**config.mk**
```make
export PLATFORM = sky130hd
export DESIGN_NAME = spm_bg_arbiter
export DESIGN_NICKNAME = d
export VERILOG_FILES = /design/src/rtl/spm_bg_arbiter_pkg.sv /design/src/rtl/spm_bg_arbiter_rr.sv /design/src/rtl/spm_bg_arbiter.sv
export SDC_FILE = /design/constraint.sdc
export NUM_CORES = 1
export LEC_CHECK = 0
export CORE_MARGIN = 3
export CORE_UTILIZATION = 25
export DETAILED_ROUTE_END_ITERATION = 6
export GPL_TIMING_DRIVEN = 0
export PLACE_DENSITY = 0.44
export SLEW_MARGIN = 20
export SYNTH_ARGS = -nofsm -noshare
export SYNTH_HDL_FRONTEND = slang
export SYNTH_SLANG_ARGS = --single-unit
```
**constraint.sdc**
```tcl
create_clock -name clk -period 3 [get_ports clk]
set_input_delay 0.3 -clock clk [delete_from_list [all_inputs] [get_ports clk]]
set_output_delay 0.3 -clock clk [all_outputs]
set_load 0.01 [all_outputs]
```
**src/rtl/spm_bg_arbiter_pkg.sv**
```systemverilog
// Shared parameters, FSM encodings and helpers for the scratchpad bank-group arbiter.
package spm_bg_arbiter_pkg;

  localparam int unsigned DefNLsu = 4;
  localparam int unsigned DefNBg  = 4;
  localparam int unsigned DefLenW = 4;

  // Width of an LSU index and of a bank-group index (req_bg / bg_owner fields).
  localparam int unsigned IdxW = 2;

  localparam logic [0:0] StIdle = 1'b0;
  localparam logic [0:0] StBusy = 1'b1;

  // Round-robin successor of idx in a ring of n requesters.
  function automatic logic [IdxW-1:0] rr_next(input logic [IdxW-1:0] idx, input int unsigned n);
    return (int'(idx) == int'(n) - 1) ? '0 : idx + 1'b1;
  endfunction

endpackage

```
**src/rtl/spm_bg_arbiter_rr.sv**
```systemverilog
// Combinational round-robin pick: first set request at or after ptr_i, wrapping.
module rr_arbiter_n
  import spm_bg_arbiter_pkg::*;
#(
  parameter int unsigned NumReq = 4
) (
  input  logic [NumReq-1:0] req_i,
  input  logic [IdxW-1:0]   ptr_i,
  output logic              valid_o,
  output logic [IdxW-1:0]   idx_o
);

  int unsigned pos;

  // Scan from farthest to nearest so the nearest request to ptr_i is written last.
  always_comb begin
    valid_o = 1'b0;
    idx_o   = '0;
    pos     = 0;
    for (int k = int'(NumReq) - 1; k >= 0; k--) begin
      pos = (int'(ptr_i) + k) % NumReq;
      if (req_i[pos]) begin
        valid_o = 1'b1;
        idx_o   = IdxW'(pos);
      end
    end
  end

endmodule

```
**src/rtl/spm_bg_arbiter.sv**
```systemverilog
// Per-bank-group burst arbiter: each group grants one LSU exclusive access for len+1 cycles.
module spm_bg_arbiter
  import spm_bg_arbiter_pkg::*;
#(
  parameter int unsigned N_LSU = DefNLsu,
  parameter int unsigned N_BG  = DefNBg,
  parameter int unsigned LEN_W = DefLenW
) (
  input  logic                    clk,
  input  logic                    rst,
  input  logic [N_LSU-1:0]        req_valid,
  input  logic [N_LSU*IdxW-1:0]   req_bg,
  input  logic [N_LSU*LEN_W-1:0]  req_len,
  output logic [N_LSU-1:0]        grant,
  output logic [N_BG-1:0]         bg_busy,
  output logic [N_BG*IdxW-1:0]    bg_owner,
  output logic [N_BG-1:0]         last_beat
);

  logic [N_LSU-1:0] bg_grant [N_BG];

  always_comb begin
    grant = '0;
    for (int b = 0; b < int'(N_BG); b++) begin
      grant |= bg_grant[b];
    end
  end

  for (genvar b = 0; b < N_BG; b++) begin : g_bg
    logic [0:0]       state_q, state_d;
    logic [LEN_W-1:0] cnt_q, cnt_d;
    logic [IdxW-1:0]  ptr_q, ptr_d;
    logic [IdxW-1:0]  owner_q, owner_d;
    logic [N_LSU-1:0] elig;
    logic [N_LSU-1:0] hold;
    logic             win_valid;
    logic [IdxW-1:0]  win_idx;
    logic             busy;

    // An LSU already holding a group (including in its last beat) may not compete.
    always_comb begin
      elig = '0;
      for (int i = 0; i < int'(N_LSU); i++) begin
        elig[i] = req_valid[i] && (req_bg[i*IdxW +: IdxW] == IdxW'(b)) && !grant[i];
      end
    end

    rr_arbiter_n #(
      .NumReq (N_LSU)
    ) u_rr (
      .req_i   (elig),
      .ptr_i   (ptr_q),
      .valid_o (win_valid),
      .idx_o   (win_idx)
    );

    always_comb begin
      state_d = state_q;
      cnt_d   = cnt_q;
      ptr_d   = ptr_q;
      owner_d = owner_q;
      case (state_q)
        StIdle: begin
          if (win_valid) begin
            state_d = StBusy;
            cnt_d   = req_len[int'(win_idx)*LEN_W +: LEN_W];
            ptr_d   = rr_next(win_idx, N_LSU);
            owner_d = win_idx;
          end
        end
        StBusy: begin
          if (cnt_q == '0) begin
            state_d = StIdle;
          end else begin
            cnt_d = cnt_q - 1'b1;
          end
        end
        default: state_d = StIdle;
      endcase
    end

    always_ff @(posedge clk) begin
      if (rst) begin
        state_q <= StIdle;
        cnt_q   <= '0;
        ptr_q   <= '0;
        owner_q <= '0;
      end else begin
        state_q <= state_d;
        cnt_q   <= cnt_d;
        ptr_q   <= ptr_d;
        owner_q <= owner_d;
      end
    end

    assign busy = (state_q == StBusy);

    always_comb begin
      hold = '0;
      for (int i = 0; i < int'(N_LSU); i++) begin
        hold[i] = busy && (owner_q == IdxW'(i));
      end
    end

    assign bg_grant[b]                = hold;
    assign bg_busy[b]                 = busy;
    assign last_beat[b]               = busy && (cnt_q == '0);
    assign bg_owner[b*IdxW +: IdxW]   = owner_q;
  end

endmodule

```
### Word level (Yosys, flattened, before mapping)

Index checks and enable logic that the tools add are counted.

| storage, ports and cells | value |
|---|---|
| flip-flop bits (word level) | 36 |
| bits in latches | 0 |
| bits in writable memories | 0 |
| memory bits (read-only) | 0 |
| output and inout bits | 20 |
| logic and storage cells | 267 |
| memories kept | 0 |

| operators by class | value |
|---|---|
| add/sub/neg operators | 20 |
| multipliers | 0 |
| divide/modulo/power cells | 0 |
| magnitude comparators | 16 |
| eq/ne operators | 36 |
| shift-type cells | 4 |
| multiplexer cells | 92 |
| bitwise gates (word level) | 7 |
| reductions and logical operators | 76 |

Operator list:

| kind | number |
|---|---|
| $shiftx 16x5->4 | 4 |
| $logic_and 1x1->1 | 52 |
| $lt 2x3->1 const B | 16 |
| $mux 1 | 40 |
| $mux 2 | 20 |
| $bmux 1 s2 | 16 |
| $eq 2x2->1 const B | 16 |
| $mux 4 | 8 |
| $pmux 4 s2 | 4 |
| $eq 2x1->1 const B | 12 |
| $add 2x1->2 const B | 8 |
| $add 2x2->2 const B | 8 |
| $logic_not 2->1 | 8 |
| $logic_not 4->1 | 4 |
| $reduce_and 2->1 | 8 |
| $sub 4x1->4 const B | 4 |
| $or 4x4->4 | 3 |
| $ne 2x1->1 const B | 4 |
| $ne 2x2->1 const B | 4 |
| $pmux 1 s2 | 4 |
| $logic_not 1->1 | 4 |
| $not 1->1 | 4 |

### Logic depth before layout (Yosys ltp)

Gate-level depths: netlist (run 1).

| depth | value |
|---|---|
| depth in word-level cells | 16 |
| mapped depth | 12 |
| mapped depth without buffers | 10 |

### Hierarchy

A second synthesis (run 1) with hierarchy kept.

| second synthesis, totals | value |
|---|---|
| cell total of the unflattened synthesis | 338 |
| area total of the unflattened synthesis | 2,935.3 um2 |

By module, submodules not included:

| module | instances | cells an instance | area each (um2) | seq. area each (um2) |
|---|---|---|---|---|
| spm_bg_arbiter | 1 | 286 | 2,625.0 | 720.7 |
| rr_arbiter_n | 4 | 13 | 77.6 | 0.0 |

### Worst setup path after synthesis (run 1)

No wires, ideal clock.

| path | value |
|---|---|
| path type | reg-to-reg |
| start point | register g_bg[2].state_q |
| end point | register g_bg[1].cnt_q[2] |
| arrival | 2.247 ns |
| required time | 2.868 ns |
| path slack | 0.622 ns |
| stages on the path, launching flop included | 9 |
| buffers on the path | 1 |
| cell sequence | dfxtp_1 and2_4 a32o_1 or4_4 a311oi_2 buf_6 mux2_2 a22oi_1 o31ai_1 |

| between the ends | value |
|---|---|
| cells in the longest elaborated chain, start to end | 14 |
| elaborated cells between the ends (all ways) | 35 |
| classes of those cells | eq/ne: 1; shift: 1; mux: 18; bitwise: 2; reduce/logical: 13 |

RTL lines:

| item | line | text |
|---|---|---|
| start: declaration | spm_bg_arbiter.sv:30 | `logic [0:0] state_q, state_d;` |
| start signal: assignment | spm_bg_arbiter.sv:84 | `state_q <= StIdle;` |
| start signal: assignment | spm_bg_arbiter.sv:89 | `state_q <= state_d;` |
| $logic_and 1x1->1 | spm_bg_arbiter.sv:101 | `hold[i] = busy && (owner_q == IdxW'(i));` |
| $or 4x4->4 * (2 in a row) | spm_bg_arbiter.sv:25 | `grant \|= bg_grant[b];` |
| $logic_not 1->1 | spm_bg_arbiter.sv:44 | `elig[i] = req_valid[i] && (req_bg[i*IdxW +: IdxW] == IdxW'(b)) && !grant[i];` |
| $logic_and 1x1->1 | spm_bg_arbiter.sv:44 |  |
| $bmux 1 s2 | spm_bg_arbiter_rr.sv:22 | `if (req_i[pos]) begin` |
| $mux 1 (not written as such) | spm_bg_arbiter_rr.sv:22 |  |
| $mux 2 (4 in a row) | spm_bg_arbiter_rr.sv:22 |  |
| $shiftx 16x5->4 | spm_bg_arbiter.sv:66 | `cnt_d = req_len[int'(win_idx)*LEN_W +: LEN_W];` |
| $mux 4 | spm_bg_arbiter.sv:64 | `if (win_valid) begin` |
| $pmux 4 s2 | spm_bg_arbiter.sv:62 | `case (state_q)` |
| end signal: assignment | spm_bg_arbiter.sv:90 | `cnt_q <= cnt_d;` |
| end: declaration | spm_bg_arbiter.sv:31 | `logic [LEN_W-1:0] cnt_q, cnt_d;` |

Mark *: on every way between the ends. The rest lies on a longest branch, timed or not. The select of a mux whose other input is x is not followed.
A chain may end at the register's enable or synchronous reset.

### Final worst setup path (run 1)

| path | value |
|---|---|
| start point | register g_bg[3].state_q |
| end point | register g_bg[0].cnt_q[1] |

| between the ends | value |
|---|---|
| cells in the longest elaborated chain, start to end | 13 |
| elaborated cells between the ends (all ways) | 34 |
| classes of those cells | eq/ne: 1; shift: 1; mux: 18; bitwise: 1; reduce/logical: 13 |

RTL lines:

| item | line |
|---|---|
| start: declaration | spm_bg_arbiter.sv:30 |
| start signal: assignment | spm_bg_arbiter.sv:84 |
| start signal: assignment | spm_bg_arbiter.sv:89 |
| $logic_and 1x1->1 | spm_bg_arbiter.sv:101 |
| $or 4x4->4 * | spm_bg_arbiter.sv:25 |
| $logic_not 1->1 | spm_bg_arbiter.sv:44 |
| $logic_and 1x1->1 | spm_bg_arbiter.sv:44 |
| $bmux 1 s2 | spm_bg_arbiter_rr.sv:22 |
| $mux 1 (not written as such) | spm_bg_arbiter_rr.sv:22 |
| $mux 2 (4 in a row) | spm_bg_arbiter_rr.sv:22 |
| $shiftx 16x5->4 | spm_bg_arbiter.sv:66 |
| $mux 4 | spm_bg_arbiter.sv:64 |
| $pmux 4 s2 | spm_bg_arbiter.sv:62 |
| end signal: assignment | spm_bg_arbiter.sv:90 |
| end: declaration | spm_bg_arbiter.sv:31 |

Marks and branches as above.

==> results.cfg, run 1 <==
[synthesis]
synth_area_mm2 = 0.00302
syn_avg_cell_area_um2 = 8.01
yosysUniqueCellTypes = 66
synth-edff-count = 0
ys_seq_area_share_pct = 23.9
ys_ff_latch = 36
ys.flop_type = dfxtp_1
yosysWarnings = 0
syn-instance-count = 377
syn-num-nets = 417
synthArstFlopShare_pct = 0

[global_routing]
antenna_found_initial = 0
grt_pass1_wl_um = 15500
grt-ovfl-total = 0
grt_usage_pct = 14.5
grt_pass1_vias = 3051
grt_max_degree = 11

[sta]
clock_skew_ns = 0.00402
slew_viol_final = 0
hold_viol_final = 0
fin_crit_sh_pct = 92.8
worst_pin_slew_ns = 0.816
period_needed_ns = 2.79
holdWs_ns = 0.500
slew_headroom_pct = 45.2
finalSetupViolations = 0
clock.fmax_mhz = 359

[routing]
num_vias = 2975
drt_pass1_iterations = 4
wl_per_cell_um = 16.7
routed_wl_um = 9620
via_per_inst = 5.16
drt_iter0_markers = 147
ant_nets = 0
drc = 0

[hold_path]
hp-start = g_bg[2].ptr_q[0]
hold_end = g_bg[2].ptr_q[0]
hold-path-cell-count = 2
hp-class = flop to flop

[die]
die_h_um = 116
pin_count = 50
start_util_pct = 26.0
core_area_mm2 = 0.0116
dieArea_mm2 = 0.0134
die_w_um = 116
rows = 39

[clock_network]
cts_buffers = 5
clock_latency_ns = 0.28
cts_sinks = 36
path_clk_slew_ns = 0.05
cts_hold_buf = 0
root_buffer = clkbuf_16
h-tree-depth = 2
clk_path_buf_depth = 2
cts_tree = yes

[setup_path]
timing.setup.critical_path_class = flop to flop
r2r_end = g_bg[0].cnt_q[1]
critPathMaxFanout = 10
cp-start-kind = flop
end_kind = flop
reg2reg_depth = 9
r2r-start = g_bg[3].busy
arrival_ns = 2.92
cp.required_ns = 3.13
r2r_slack_ns = 0.21

[final_layout]
antenna_cells = 0
finish.utilization_pct = 33.2
num-fill-cells = 1248
areaGrowthSynthToFinish_pct = 27.5
drive_gt1_share_pct = 11.5
finalNetCount = 473

[pwr]
ir_drop_mv = 0.266
power_density_mw_per_mm2 = 562
p_leak_nw = 1.50

[flow_run]
cap_violations = 0

[place]
io_buffers = 49
post-dp-hpwl_um = 7690
globalplace.congestion = 0.828

[status]
status = completed
## registers in the layout, indices dropped and copies added, names as in the netlist
| register | count |
|---|---|
| g_bg.ptr_q | 8 |
| g_bg.cnt_q | 16 |
| g_bg.busy | 4 |
| g_bg.owner_q | 8 |
## layout by cell type (no fill, tap or decap), types with 3 or more instances in the layout
| cell | synthesis | routed |
|---|---|---|
| ha_1 | 10 | 10 |
| nor2b_1 | 12 | 11 |
| o22a_1 | 4 | 4 |
| a211oi_1 | 4 | 4 |
| a21o_1 | 5 | 5 |
| clkbuf_16 | 0 | 5 |
| o22ai_1 | 6 | 6 |
| nand4_1 | 3 | 3 |
| or2_2 | 5 | 5 |
| nand2b_1 | 8 | 8 |
| a211o_1 | 3 | 3 |
| a21boi_0 | 3 | 3 |
| o2bb2ai_1 | 5 | 5 |
| o21ai_0 | 4 | 4 |
| inv_1 | 19 | 19 |
| clkbuf_1 | 9 | 9 |
| a32oi_1 | 3 | 3 |
| clkdlybuf4s50_1 | 0 | 49 |
| nor2_1 | 44 | 44 |
| a21oi_1 | 26 | 26 |
| buf_4 | 7 | 7 |
| mux2_2 | 10 | 10 |
| and2_1 | 4 | 4 |
| nor3_1 | 13 | 13 |
| o21ai_1 | 5 | 5 |
| nand2_1 | 27 | 27 |
| nor4_2 | 2 | 3 |
| mux2i_1 | 34 | 34 |
| nand3_1 | 6 | 6 |
| dfxtp_1 | 36 | 36 |
| or3_1 | 3 | 3 |
| and3_1 | 7 | 7 |
## synth_stat cells (5+ instances only)
master	count	area share, %
nor2_1	44	5.5
dfxtp_1	36	24
mux2i_1	34	11
nand2_1	27	3.4
a21oi_1	26	4.3
inv_1	19	2.4
nor3_1	13	2.2
nor2b_1	12	2.5
ha_1	10	4.1
mux2_2	10	3.7
clkbuf_1	9	1.1
nand2b_1	8	1.7
and3_1	7	1.5
buf_4	7	1.7
nand3_1	6	0.99
o22ai_1	6	1.2
a21o_1	5	1.2
o21ai_1	5	0.83
o2bb2ai_1	5	1.5
or2_2	5	1.0
## logic make-up after synthesis
| group | Yosys count | synth area share, % |
|---|---|---|
| fa+ha+maj | 10 | 4.14 |
| simple gates | 150 | 26.1 |
| flops | 36 | 23.9 |
| compound gates | 98 | 24.3 |
| mux | 44 | 15.0 |
| buf+inv | 37 | 5.97 |
| xor+xnor | 2 | 0.580 |
## critical path, cell delays in order, from the launching register on
cell	delay (ns)
dfxtp_1	0.31
buf_4	0.17
inv_1	0.19
o32a_1	0.32
and4b_1	0.34
a21oi_1	0.13
o31ai_4	0.51
mux2_2	0.39
a21boi_0	0.19
a211oi_1	0.09
## cell type report
type	instances	area (µm²)	share of cell area (%)
buffer	18	109	2.83
sequential	36	721	18.7
tap	143	179	4.65
inverter	19	71.3	1.85
clock buffer	7	153	3.96
timing repair buffer	49	490	12.7
multi-input combinational	304	2130	55.2
## where the power goes
| group | leakage (nW) | internal (W) | total (W) | switching, W |
|---|---|---|---|---|
| combinational | 1.13 | 0.000449 | 0.000940 | 0.000491 |
| clock | 0.0760 | 0.000349 | 0.000543 | 0.000194 |
| sequential | 0.297 | 0.000571 | 0.000679 | 0.000108 |
| total | 1.50 | 0.00137 | 0.00216 | 0.000793 |
## routing by layer
layer  vias to the layer above  global-route usage (%)  wire length [µm]
met1                      1409                    19.5              4740
met3                         9                    2.35               355
met5                         -                       0                 0
met2                        63                    24.3              4380
met4                         0                    3.71               138
li1                       1494                       -                 -
## metrics by stage
step / total power [W] / instances / setup WS [ns] / area [µm²] / TNS [ns]
after floorplan: 0.00131 / 377 / 0.622 / 3020 / 0
after global placement: 0.00162 / 569 / 0.125 / 3690 / 0
after detailed placement: 0.00162 / 569 / 0.0675 / 3690 / 0
after CTS: 0.00218 / 576 / 0.204 / 3840 / 0
after global routing: 0.00232 / 576 / -0.00418 / 3850 / -0.00418
final: 0.00216 / 576 / 0.215 / 3850 / 0
## what timing repair did
action,4_1_cts,5_1_grt
hold endpoints to repair,0,0
gates resized for setup,0,2
setup endpoints to repair,0,2
setup buffers,0,0
## worst max-delay path by stage
| stage | start | endpoint | slack [ns] | cells past startpoint |
|---|---|---|---|---|
| final | g_bg[3].busy | g_bg[0].cnt_q[1] | 0.21 | 9 |
| after global routing | g_bg[0].busy | g_bg[3].cnt_q[3] | -0.004 | 9 |
| after CTS | g_bg[0].busy | g_bg[2].cnt_q[1] | 0.20 | 8 |
| after detailed placement | req_bg[5] | g_bg[2].cnt_q[1] | 0.07 | 8 |
| after global placement | req_valid[3] | g_bg[0].cnt_q[1] | 0.12 | 10 |
| after floorplan | g_bg[2].busy | g_bg[1].cnt_q[2] | 0.62 | 8 |
No activity file was read; power rests on OpenSTA's default activity.
==> inputs of run 2 (changes only) <==
Settings changed: CORE_UTILIZATION 25 to 46, GPL_TIMING_DRIVEN 0 to default, PLACE_DENSITY 0.44 to 0.71.
==> run 2 against run 1 <==
  * Core utilization is 27 points higher
  * Setup slack better by 0.11 ns
  * Non-clock buffer count is 5 lower
  * Via count is 3.7% higher
  * Cell area is 3.9% lower
  * Fmax is 4.0% higher
  * Hold slack better by 0.0038 ns
  * Die area is 44% lower
==> results.cfg, run 2 (same netlist as run 1, synthesis figures left out) <==
[global_routing]
grt_pass1_wl_um = 14400
grt_max_degree = 17
grt-ovfl-total = 0
antenna_found_initial = 0
grt_usage_pct = 23.7
grt_pass1_vias = 2998

[sta]
clock_skew_ns = 0.00696
slew_viol_final = 0
fin_crit_sh_pct = 89.3
rsz0062_at_grt = no
slew_headroom_pct = 55.0
setup_ws_ns = 0.322
finalSetupViolations = 0
clock.fmax_mhz = 373
period_needed_ns = 2.68
setup_tns_ns = 0
hold_viol_final = 0
worst_pin_slew_ns = 0.670

[final_layout]
largest_reg_flops = 16
top_register = g_bg.cnt_q
reg.largest.list = g_bg.cnt_q: 16 flops, g_bg.owner_q: 8 flops, g_bg.ptr_q: 8 flops
antenna_cells = 0
final_common_cell = clkdlybuf4s50_1
areaGrowthSynthToFinish_pct = 22.5
num-fill-cells = 543
drive_gt1_share_pct = 12.1
finalNetCount = 468
layout_common_cells = 49 x clkdlybuf4s50_1, 44 x nor2_1, 36 x dfxtp_1
finalNonFillerCells = 504

[status]
status = completed

[clock_network]
cts_resized = 0
cts_buffers = 5
path_clk_slew_ns = 0.08
cts_sinks = 36
post-cts-setup-buffers = 0
cts_hold_buf = 0
h-tree-depth = 2
clock_latency_ns = 0.29
cts_tree = yes
root_buffer = clkbuf_8
clk_path_buf_depth = 2

[pwr]
switchingPower_w = 0.000772
clockPowerShare_pct = 21.0
p_sw_share_pct = 37.9
p_int_w = 0.00127
power_frac_comb_pct = 46.0
p_leak_nw = 1.49
ir_drop_mv = 0.294
seqPwrFrac_pct = 33.0
power_density_mw_per_mm2 = 551

[die]
pin_count = 50
core_area_mm2 = 0.00613
dieArea_mm2 = 0.00757
die_h_um = 87.0
rows = 28
start_util_pct = 49.2
die_w_um = 87.0

[setup_path]
critPathMaxFanout = 10
cp.required_ns = 3.16
arrival_ns = 2.84
cp-start-kind = flop
end_kind = flop
timing.setup.critical_path_class = flop to flop

[routing]
num_vias = 3084
wl_per_cell_um = 17.3
ant_nets = 0
drt_iter0_markers = 163
routed_wl_um = 8720
drt_pass1_iterations = 5
drc = 0
via_per_inst = 6.12

[hold_path]
hp-class = flop to flop

[flow_run]
cap_violations = 0

[place]
place_ws_ns = 0.298
globalplace.congestion = 0.878
io_buffers = 49
post-dp-hpwl_um = 6790
dp.cells = 496
run 2: cell count changes in the layout (fill, tap and decap cells not counted):
| cell | change |
|---|---|
| nor4_2 | -1 |
| buf_6 | -2 |
| clkbuf_16 | -5 |
| nor4_1 | +1 |
| clkbuf_8 | +3 |
| nor2b_1 | +1 |
| clkinv_2 | +1 |
| clkbuf_1 | -8 |
| nor2b_2 | -1 |
| bufinv_16 | +1 |
| buf_4 | +6 |
run 2: stage by stage:
step / power [W] / area, µm² / hold WS [ns] / util [%]
after detailed placement: 0.00160 / 3590 / 0.494 / 58.6
after floorplan: 0.00131 / 3020 / 0.450 / -
final: 0.00204 / 3700 / 0.504 / 60.3
after global routing: 0.00218 / 3700 / 0.549 / 60.3
after CTS: 0.00203 / 3700 / 0.502 / 60.3
after global placement: 0.00158 / 3590 / 0.458 / 58.6
run 2: area by class of cell:
type | count | area (µm²) | share of cell area, %
clock inverters | 2 | 35.0 | 0.947
multi-input cells | 304 | 2120 | 57.3
well taps | 75 | 93.8 | 2.54
inverters | 19 | 71.3 | 1.93
repair buffers | 62 | 588 | 15.9
clock buffers | 6 | 72.6 | 1.96
flip-flops and latches | 36 | 721 | 19.5
run 2: per-layer routing:
layer | global-route usage [%] | share of wire (%) | up-vias
met2 | 38.0 | 46 | 124
met3 | 4.16 | 6.4 | 18
met4 | 7.93 | 1.9 | 0
li1 | - | - | 1488
met1 | 31.9 | 46 | 1454
met5 | 0 | 0 | -
run 2: final timing paths:
check                                        start               end  slack (ns)  depth (start not counted)
worst max-delay path            g_bg[0].owner_q[1]  g_bg[1].cnt_q[0]        0.32                         10
worst min-delay path              g_bg[2].ptr_q[0]  g_bg[2].ptr_q[0]        0.50                          2
worst max register to register  g_bg[0].owner_q[1]  g_bg[1].cnt_q[0]        0.32                         10
worst min register to register    g_bg[2].ptr_q[0]  g_bg[2].ptr_q[0]        0.50                          2
run 2: power by group through the flow:
stage	sequential (W)	clock, W	combinational [W]
global route	0.000687	0.000453	0.00104
detailed placement	0.000679	0	0.000925
global placement	0.000677	0	0.000904
finish	0.000673	0.000428	0.000937
CTS	0.000669	0.000433	0.000930
floorplan	0.000658	0	0.000657
run 2: worst max-delay path, stage by stage, from the launching register on:
cell,delay (ns)
dfxtp_1,0.53
inv_1,0.13
a22oi_2,0.31
nand2_1,0.14
o41ai_1,0.43
a311oi_2,0.16
buf_4,0.21
mux2i_1,0.18
mux2i_1,0.11
a221oi_1,0.27
nor2_1,0.07
==> inputs of run 3 (changes only) <==
Settings changed: CORE_MARGIN 3 to default.
==> run 3 against run 2 <==
  * Count of clock-buffer cells in the layout is 2 higher
  * Cell area is 0.54% higher
  * Register-to-register slack worse by 0.09 ns
  * Global-route usage is 1.1 points higher
  * Sequential cell count stayed put
  * Via count is 0.55% lower
  * Hold slack worse by 0.030 ns
  * Critical path type unchanged
  * Largest power group unchanged
==> results.cfg, run 3 (same netlist as run 1, synthesis figures left out) <==
[status]
status = completed

[final_layout]
multi_input_comb_area_mm2 = 0.00212
drive_gt1_share_pct = 12.5
antenna_cells = 0
finalNetCount = 471
num-fill-cells = 583
largest_reg_flops = 16
areaGrowthSynthToFinish_pct = 23.2
final_common_cell = clkdlybuf4s50_1
reg.largest.list = g_bg.cnt_q: 16 flops, g_bg.owner_q: 8 flops, g_bg.ptr_q: 8 flops
top_register = g_bg.cnt_q
finalNonFillerCells = 509
regArea_um2 = 721
layout_common_cells = 49 x clkdlybuf4s50_1, 44 x nor2_1, 36 x dfxtp_1
stdcell_area_mm2 = 0.00372

[clock_network]
cts_hold_buf = 0
cts_sinks = 36
post-cts-setup-buffers = 0
path_clk_slew_ns = 0.07
cts_resized = 0
h-tree-depth = 2
cts_buffers = 5
clk_path_buf_depth = 2
root_buffer = clkbuf_8
clock_latency_ns = 0.28
cts_tree = yes

[global_routing]
grt-ovfl-total = 0
grt_pass1_wl_um = 14100
antenna_found_initial = 0
grt_pass1_vias = 2968
grt_usage_pct = 24.8
grt_max_degree = 41

[die]
die_h_um = 83.0
core_area_mm2 = 0.00635
start_util_pct = 47.5
dieArea_mm2 = 0.00689
pin_count = 50
die_w_um = 83.0
rows = 29

[pwr]
clockPowerShare_pct = 18.2
p_int_w = 0.00122
ir_drop_mv = 0.291
p_sw_share_pct = 38.4
fin_total_pwr_w = 0.00198
switchingPower_w = 0.000761
p_leak_nw = 1.50
seqPwrFrac_pct = 33.4
power_frac_comb_pct = 48.4
power_density_mw_per_mm2 = 533

[hold_path]
hold_end = g_bg[2].ptr_q[0]
hp-class = flop to flop
hp-start = g_bg[2].ptr_q[0]
hold-path-cell-count = 2

[place]
globalplace.congestion = 0.890
dp.cells = 501
placedInstanceArea_mm2 = 0.00363
io_buffers = 49
post-dp-hpwl_um = 6470

[sta]
fin_crit_sh_pct = 92.3
period_needed_ns = 2.77
clock_skew_ns = 0.00415
setup_tns_ns = 0
slew_viol_final = 0
holdWs_ns = 0.474
slew_headroom_pct = 51.6
clock.fmax_mhz = 361
finalSetupViolations = 0
hold_viol_final = 0
rsz0062_at_grt = no
worst_pin_slew_ns = 0.721

[setup_path]
timing.setup.critical_path_class = flop to flop
r2r_slack_ns = 0.23
end_kind = flop
arrival_ns = 2.97
r2r-start = g_bg[0].busy
r2r_end = g_bg[2].cnt_q[3]
reg2reg_depth = 9
critPathMaxFanout = 11
cp.required_ns = 3.20
cp-start-kind = flop

[routing]
drt_pass1_iterations = 5
drt_iter0_markers = 212
drc = 0
num_vias = 3067
routed_wl_um = 8450
via_per_inst = 6.03
ant_nets = 0
wl_per_cell_um = 16.6

[flow_run]
cap_violations = 0
## run 3: changes by cell type in the layout (fill, tap and decap cells not counted)
cell	previous run	this run
buf_4	13	15
buf_12	0	1
bufinv_16	1	0
clkbuf_1	1	2
clkbuf_8	5	6
clkinv_2	1	0
## run 3: worst max-delay path, stage by stage (launching register included)
cell and delay [ns]:
dfxtp_1 0.35, and2_1 0.21, a22oi_2 0.28, nand4_1 0.27, a22oi_1 0.25, o21ai_1 0.10, a21oi_2 0.55, mux2i_1 0.19
o221a_2 0.30, a211oi_1 0.21
## run 3: power by group through the flow
| stage | Clock [W] | Sequential (W) | Combinational [W] |
|---|---|---|---|
| after global placement | 0 | 0.000669 | 0.000930 |
| after floorplan | 0 | 0.000658 | 0.000657 |
| after CTS | 0.000367 | 0.000661 | 0.000952 |
| after global routing | 0.000390 | 0.000676 | 0.00106 |
| final | 0.000360 | 0.000663 | 0.000959 |
| after detailed placement | 0 | 0.000671 | 0.000946 |
## run 3: per-stage QoR
step	utilization, %	setup slack [ns]
6_report	58.6	0.230
5_1_grt	58.6	0.0293
2_1_floorplan	-	0.622
4_1_cts	58.6	0.243
3_5_place_dp	57.2	0.0891
3_3_place_gp	57.2	0.231
## run 3: worst max-delay path by stage
stage | startpoint | to | slack [ns] | cells past startpoint
after detailed placement | req_valid[1] | g_bg[2].cnt_q[3] | 0.09 | 9
after global placement | req_valid[1] | g_bg[2].cnt_q[3] | 0.23 | 9
after CTS | g_bg[0].busy | g_bg[2].cnt_q[3] | 0.24 | 9
after global routing | g_bg[2].owner_q[1] | g_bg[2].cnt_q[3] | 0.03 | 9
final | g_bg[0].busy | g_bg[2].cnt_q[3] | 0.23 | 9
after floorplan | g_bg[2].busy | g_bg[1].cnt_q[2] | 0.62 | 8
## run 3: per-layer routing
metal	wire length (µm)	vias to the layer above	global-route usage (%)	part of all wire, %
met1	3740	1432	31.2	44
met3	533	20	4.87	6.3
met2	3970	122	41.3	47
li1	-	1493	-	-
met4	206	0	10.3	2.4
met5	0	-	0	0
## run 3: layout make-up
class	count	area share, %
timing repair buffer	65	16.8
clock buffer	8	2.42
sequential	36	19.4
tap	77	2.59
inverter	19	1.92
multi-input combinational	304	56.9
